[config.mk]
export PLATFORM = sky130hd
export DESIGN_NAME = fetch_ctrl
export DESIGN_NICKNAME = d
export VERILOG_FILES = /design/src/rtl/fetch_ctrl.sv
export SDC_FILE = /design/constraint.sdc
export NUM_CORES = 1
export LEC_CHECK = 0
export ABC_AREA = 0
export CAP_MARGIN = 20
export CORE_AREA = 2 2 122 124
export DETAILED_ROUTE_END_ITERATION = 8
export DIE_AREA = 0 0 124 126
export HOLD_SLACK_MARGIN = 0.15
export PLACE_DENSITY = 0.75
export SETUP_SLACK_MARGIN = 0.05
export SLEW_MARGIN = 25
export SYNTH_ARGS = -nofsm -noshare
export SYNTH_HDL_FRONTEND = slang
export SYNTH_SLANG_ARGS = --single-unit
[constraint.sdc]
create_clock -name clk -period 4.5 [get_ports clk]
set_input_delay 0.9 -clock clk [delete_from_list [all_inputs] [get_ports clk]]
set_output_delay 0.9 -clock clk [all_outputs]
set_load 0.02 [all_outputs]
[src/rtl/fetch_ctrl.sv]
// fetch_ctrl: program-counter sequencing for the fetch stage.
//
// Tracks the fetch-stage PC and runs a BOOT -> RUN <-> HALT state machine. Redirects that
// arrive while fetch cannot advance are parked in a pending register and take effect at the
// next advance. An advance is a cycle with fetch_enable=1 and combined_stall=0.
//
// Optional feature macro: FETCH_CTRL_MISALIGN_TRAP_EN
//   defined   : a misaligned redirect target is replaced by TRAP_VEC, and misalign_trap pulses
//               in the advance cycle that uses it.
//   undefined : misaligned redirect targets have bits [1:0] forced to zero. misalign_trap is
//               not present.
//
// Ports:
//   clk            in   clock, rising edge
//   reset_n        in   asynchronous active-low reset
//   combined_stall in   global pipeline stall
//   branch_taken   in   one-cycle redirect request
//   branch_target  in   redirect address, qualified by branch_taken
//   halt_req       in   request to stop fetching
//   resume_req     in   request to leave HALT
//   fetch_enable   out  fetch enable, high only in RUN
//   next_pc        out  next fetch address (combinational)
//   flush_if_id    out  invalidate IF/ID, high when an advance uses a redirect address
//   halted         out  high while in HALT
//   misalign_trap  out  misaligned-redirect pulse (trap build only)
//   instr_count    out  number of advances, wraps at 2^32

module fetch_ctrl #(
   parameter logic [31:0] BOOT_ADDR = 32'h0000_0000,
   parameter logic [31:0] TRAP_VEC  = 32'h0000_0100
) (
   input  logic        clk,
   input  logic        reset_n,
   input  logic        combined_stall,
   input  logic        branch_taken,
   input  logic [31:0] branch_target,
   input  logic        halt_req,
   input  logic        resume_req,
   output logic        fetch_enable,
   output logic [31:0] next_pc,
   output logic        flush_if_id,
   output logic        halted,
`ifdef FETCH_CTRL_MISALIGN_TRAP_EN
   output logic        misalign_trap,
`endif
   output logic [31:0] instr_count
);

   typedef enum logic [1:0] {StBoot, StRun, StHalt} state_e;

   state_e      state_q, state_d;
   logic [31:0] fetch_pc_q, fetch_pc_d;
   logic        pend_valid_q, pend_valid_d;
   logic [31:0] pend_addr_q, pend_addr_d;
   logic [31:0] count_q, count_d;

   logic        run;
   logic        advance;
   logic        redirect;
   logic [31:0] redirect_addr;
   logic [31:0] redirect_pc;

   // Datapath and outputs
   always_comb begin
      run           = (state_q == StRun);
      advance       = run & ~combined_stall;
      // A live branch only steers next_pc in RUN; outside RUN it is parked instead. This also
      // keeps next_pc at BOOT_ADDR+4 while reset holds the FSM in BOOT.
      redirect      = pend_valid_q | (run & branch_taken);
      redirect_addr = pend_valid_q ? pend_addr_q : branch_target;
`ifdef FETCH_CTRL_MISALIGN_TRAP_EN
      redirect_pc   = (redirect_addr[1:0] != 2'b00) ? TRAP_VEC : redirect_addr;
`else
      redirect_pc   = redirect_addr & ~32'h3;
`endif
      next_pc       = redirect ? redirect_pc : fetch_pc_q + 32'd4;
      fetch_enable  = run;
      flush_if_id   = advance & redirect;
      halted        = (state_q == StHalt);
      instr_count   = count_q;
   end

`ifdef FETCH_CTRL_MISALIGN_TRAP_EN
   assign misalign_trap = advance & redirect & (redirect_addr[1:0] != 2'b00);
`else
   // TRAP_VEC has no role without the trap feature.
   logic unused_trap_vec;
   assign unused_trap_vec = ^TRAP_VEC;
`endif

   // PC, counter and pending-redirect next state
   always_comb begin
      fetch_pc_d   = fetch_pc_q;
      count_d      = count_q;
      pend_valid_d = pend_valid_q;
      pend_addr_d  = pend_addr_q;

      if (advance) begin
         fetch_pc_d   = next_pc;
         count_d      = count_q + 32'd1;
         // Any pending redirect was consumed by this advance.
         pend_valid_d = 1'b0;
      end else if (branch_taken) begin
         // Newest request wins over an unapplied one.
         pend_valid_d = 1'b1;
         pend_addr_d  = branch_target;
      end
   end

   // FSM next state
   always_comb begin
      state_d = state_q;
      unique case (state_q)
         StBoot: state_d = StRun;
         StRun: begin
            if (halt_req && !combined_stall) begin
               state_d = StHalt;
            end
         end
         StHalt: begin
            if (!halt_req && resume_req) begin
               state_d = StRun;
            end
         end
         default: state_d = StBoot;
      endcase
   end

   always_ff @(posedge clk or negedge reset_n) begin
      if (!reset_n) begin
         state_q      <= StBoot;
         fetch_pc_q   <= BOOT_ADDR;
         pend_valid_q <= 1'b0;
         pend_addr_q  <= 32'h0;
         count_q      <= 32'h0;
      end else begin
         state_q      <= state_d;
         fetch_pc_q   <= fetch_pc_d;
         pend_valid_q <= pend_valid_d;
         pend_addr_q  <= pend_addr_d;
         count_q      <= count_d;
      end
   end

endmodule

==> results of run 1 <==
## worst max-delay path: stages, from the launching register on
cell	delay (ps)
dfrtp_1	440
ha_1	310
nand4_1	400
nor4_4	550
a211oi_1	190
a221oi_1	360
clkdlybuf4s50_1	690
## state kept, by name, summed over array words and instances, names as in the netlist
register and count:
pend_valid_q 1, fetch_pc_q 32, pend_addr_q 30, instr_count 32, state_q 2
## layout make-up
type | instances | area share [%]
multi-input cells | 436 | 43.4
clock buffers | 10 | 3.16
clock inverters | 6 | 0.690
well taps | 184 | 3.18
inverters | 11 | 0.570
repair buffers | 114 | 15.5
flip-flops and latches | 97 | 33.5
## routing by layer
metal,routed length (um),vias to the layer above,track usage [%]
li1,-,2378,-
met1,6620,2509,27.0
met2,7560,229,33.1
met3,1080,20,5.16
met4,228,0,5.42
met5,0,-,0
## power by group through the flow
stage               logic (uW)  clock network (uW)  registers, uW
floorplan                 1580                   0           1360
global placement          2270                   0           1470
detailed placement        2320                   0           1500
CTS                       2340                 757           1480
global route              2510                 792           1530
finish                    2340                 740           1490
## cell usage after synthesis, types with 3 or more instances
library cell	n
o211ai_1	10
a221oi_1	7
a31oi_1	8
nand3_1	31
inv_1	11
or2_2	3
and2_1	6
a211oi_1	23
a2bb2oi_1	5
nand2_1	30
dfrtp_1	97
nor4_2	4
a311oi_1	5
mux2_2	41
nand4_1	20
nor2_1	19
or3_1	3
nand2b_1	3
buf_2	14
mux2i_1	25
xnor2_1	36
nor3_1	26
and4_1	11
o31ai_1	3
xor2_1	7
nor4_1	16
o21ai_0	22
a21oi_1	17
nor2b_1	6
and3_1	21
clkbuf_1	28
## through the flow
| step | cells | hold slack (ps) | setup slack, ps | utilization [%] |
|---|---|---|---|---|
| detailed placement | 842 | 488 | 537 | 48.6 |
| global placement | 842 | 460 | 528 | 48.6 |
| CTS | 858 | 499 | 188 | 50.6 |
| finish | 858 | 482 | 309 | 50.6 |
| global route | 858 | 517 | 118 | 50.6 |
| floorplan | 588 | 456 | 1240 | - |
## final timing paths
check / startpoint / endpoint / slack (ps) / depth (start not counted)
hold / removal: instr_count[31] / instr_count[31] / 480 / 1
hold reg to reg: instr_count[31] / instr_count[31] / 480 / 1
setup / recovery: fetch_pc_q[2] / next_pc[20] / 310 / 6
max in group asynchronous: reset_n / instr_count[1] / 2880 / 2
min in group asynchronous: reset_n / instr_count[7] / 660 / 1
setup reg to reg: state_q[1] / pend_addr_q[20] / 2040 / 5
## kinds of logic (layout without fill, tap and decap cells)
| family | Yosys count | count (layout) | synth area share (%) |
|---|---|---|---|
| muxes | 66 | 66 | 12.3 |
| xor gates and xnor gates | 43 | 43 | 6.51 |
| AOI/OAI and AO/OA | 113 | 113 | 13.3 |
| DFF | 97 | 97 | 42.0 |
| and+or+nand+nor | 212 | 212 | 21.6 |
| adders and majority gates | 2 | 2 | 0.433 |
| buffers and inverters | 55 | 141 | 3.87 |
==> Flow_metrics.wiki, run 1 <==
{| class="wikitable"
! Metric !! Value
|-
| Number of nets at the end of the flow || 709
|-
| CTS H-tree lvls || 3
|-
| Slew of the pin with the lowest slew margin || 894 ps
|-
| Unrepaired setup endpoints after global routing || no
|-
| Flop pwr share || 32.7%
|-
| Non-Filler Cell Area, Final || 7250 sq um
|-
| Most frequent cells in the layout || clkdlybuf4s50_1 (101), dfrtp_1 (96), mux2_2 (41)
|-
| Switching power || 2000 uW
|-
| Vias per inst || 5.99
|-
| WL/cell || 18.0 um
|-
| Root Driver || clkbuf_16
|-
| Area occupied by multi-input gates || 3150 sq um
|-
| Buffers from clock root to sink, at most || 2
|-
| Worst VDD drop || 0.329 mV
|-
| GRT Util Overall || 20.3%
|-
| Worst hold path type || register to register
|-
| Shortest clock period the worst path allows after layout || 4190 ps
|-
| Final-layout fill cell count || 1,337
|-
| Per-instance average area after synthesis || 9.84 sq um
|-
| Area of the die || 15,600 sq um
|-
| Total number of yosys warnings || 0
|-
| Area growth syn-to-layout || 25.3%
|-
| Sequential cell area fraction in the yosys report || 42.0%
|-
| CTS resizes || 0
|-
| Maximum fanout encountered on the critical timing path || 8
|-
| Total of hold buffers inserted after clock tree synthesis || 0
|-
| Top cells by area in the synthesized netlist || dfrtp_1 (42%), mux2_2 (8.0%), xnor2_1 (5.5%)
|-
| Maximum clock frequency || 239 MHz
|-
| Status || finished clean
|-
| Relative slew margins || 39.9%
|-
| Total iterations of the first detailed-routing run || 5
|-
| Die Y-Extent || 126 um
|-
| Yosys top cell by area || dfrtp_1
|-
| Number of enable-type register cells in the synthesized netlist || 0
|-
| Data required time of the worst path || 3600 ps
|-
| Crit path DAT || 3290 ps
|-
| Static leakage power || 0.00284 uW
|-
| CTS tree || done
|-
| Period utilisation layout || 93.1%
|-
| Setup bufs post-CTS || 0
|-
| Rows || 44
|-
| Wire length of the first global-routing pass || 25,300 um
|-
| Layout Skew || 8.19 ps
|-
| Overflow left after global routing || 0
|-
| CP endpoint kind || output port
|-
| HPWL reported at the end of detailed placement || 10,700 um
|-
| Post-synthesis instance area || 5780 sq um
|-
| Number of buffers inserted during clock tree synthesis || 9
|-
| Most used flip-flop cell after synthesis || dfrtp_1
|-
| CTS Sinks || 97
|-
| Total Power Consumption || 4570 uW
|-
| Placed inst area || 6960 sq um
|-
| Antenna-violating nets left || 0
|-
| #FFs+latches synth || 97
|-
| Count of buffers inserted at the top-level ports || 102
|-
| Wire length after detailed routing || 15,500 um
|-
| Boundary pin count || 105
|-
| Kind of critical path || register to output port
|-
| Clock-pin slew on the worst setup and hold paths || 70 ps
|-
| Number of hold violations in the final report || 0
|-
| RD Place Congestion || 0.895
|-
| Cell internal power dissipation || 2570 uW
|-
| Sequential standard cell area || 2430 sq um
|-
| Fraction of layout cells with a size suffix above 1 || 12.3%
|-
| Clk Latency, worst-skew pair || 350 ps
|-
| Max-capacitance violation count || 0
|-
| Violation count after the first detailed-routing iteration || 409
|-
| Via count of the first global-routing pass || 4,952
|-
| Nets in the synthesized netlist || 628
|-
| Portion of total power attributed to the clock network || 16.2%
|-
| Via count of the routed design || 5,136
|-
| Floorplan core area || 14,300 sq um
|-
| Initial antenna violation count || 0
|-
| Most common cell after layout, fill and taps aside || clkdlybuf4s50_1
|-
| Fin Setup TNS || 0 ps
|-
| Number of distinct library cell variants in the gate-level netlist after synthesis || 52
|-
| Fraction of power spent switching nets || 43.9%
|-
| Area share of the largest cell type after synthesis || 42.0%
|-
| Die boundary width || 124 um
|-
| Remaining design rule violation count || 0
|-
| Slew Limit Fails || 0
|-
| Startpoint Class || register
|-
| Combinational share of power || 51.1%
|-
| Initial core utilization || 40.4%
|-
| Number of antenna repair diodes || 0
|-
| Synthesized netlist cell count || 588
|-
| Areal power density over the cells || 630 nW/um^2
|-
| Post-synth ARST share || 100%
|-
| Largest net degree at the start of global routing || 71
|-
| Total setup violations reported at the end of the flow || 0
|}
No activity file was read; power rests on OpenSTA's default activity.
==> run 2, diff against run 1 <==
SLEW_MARGIN = 20   (was 25)
==> results of run 2 <==
The final DEF is identical to that of run 1; final timing and power are the same.
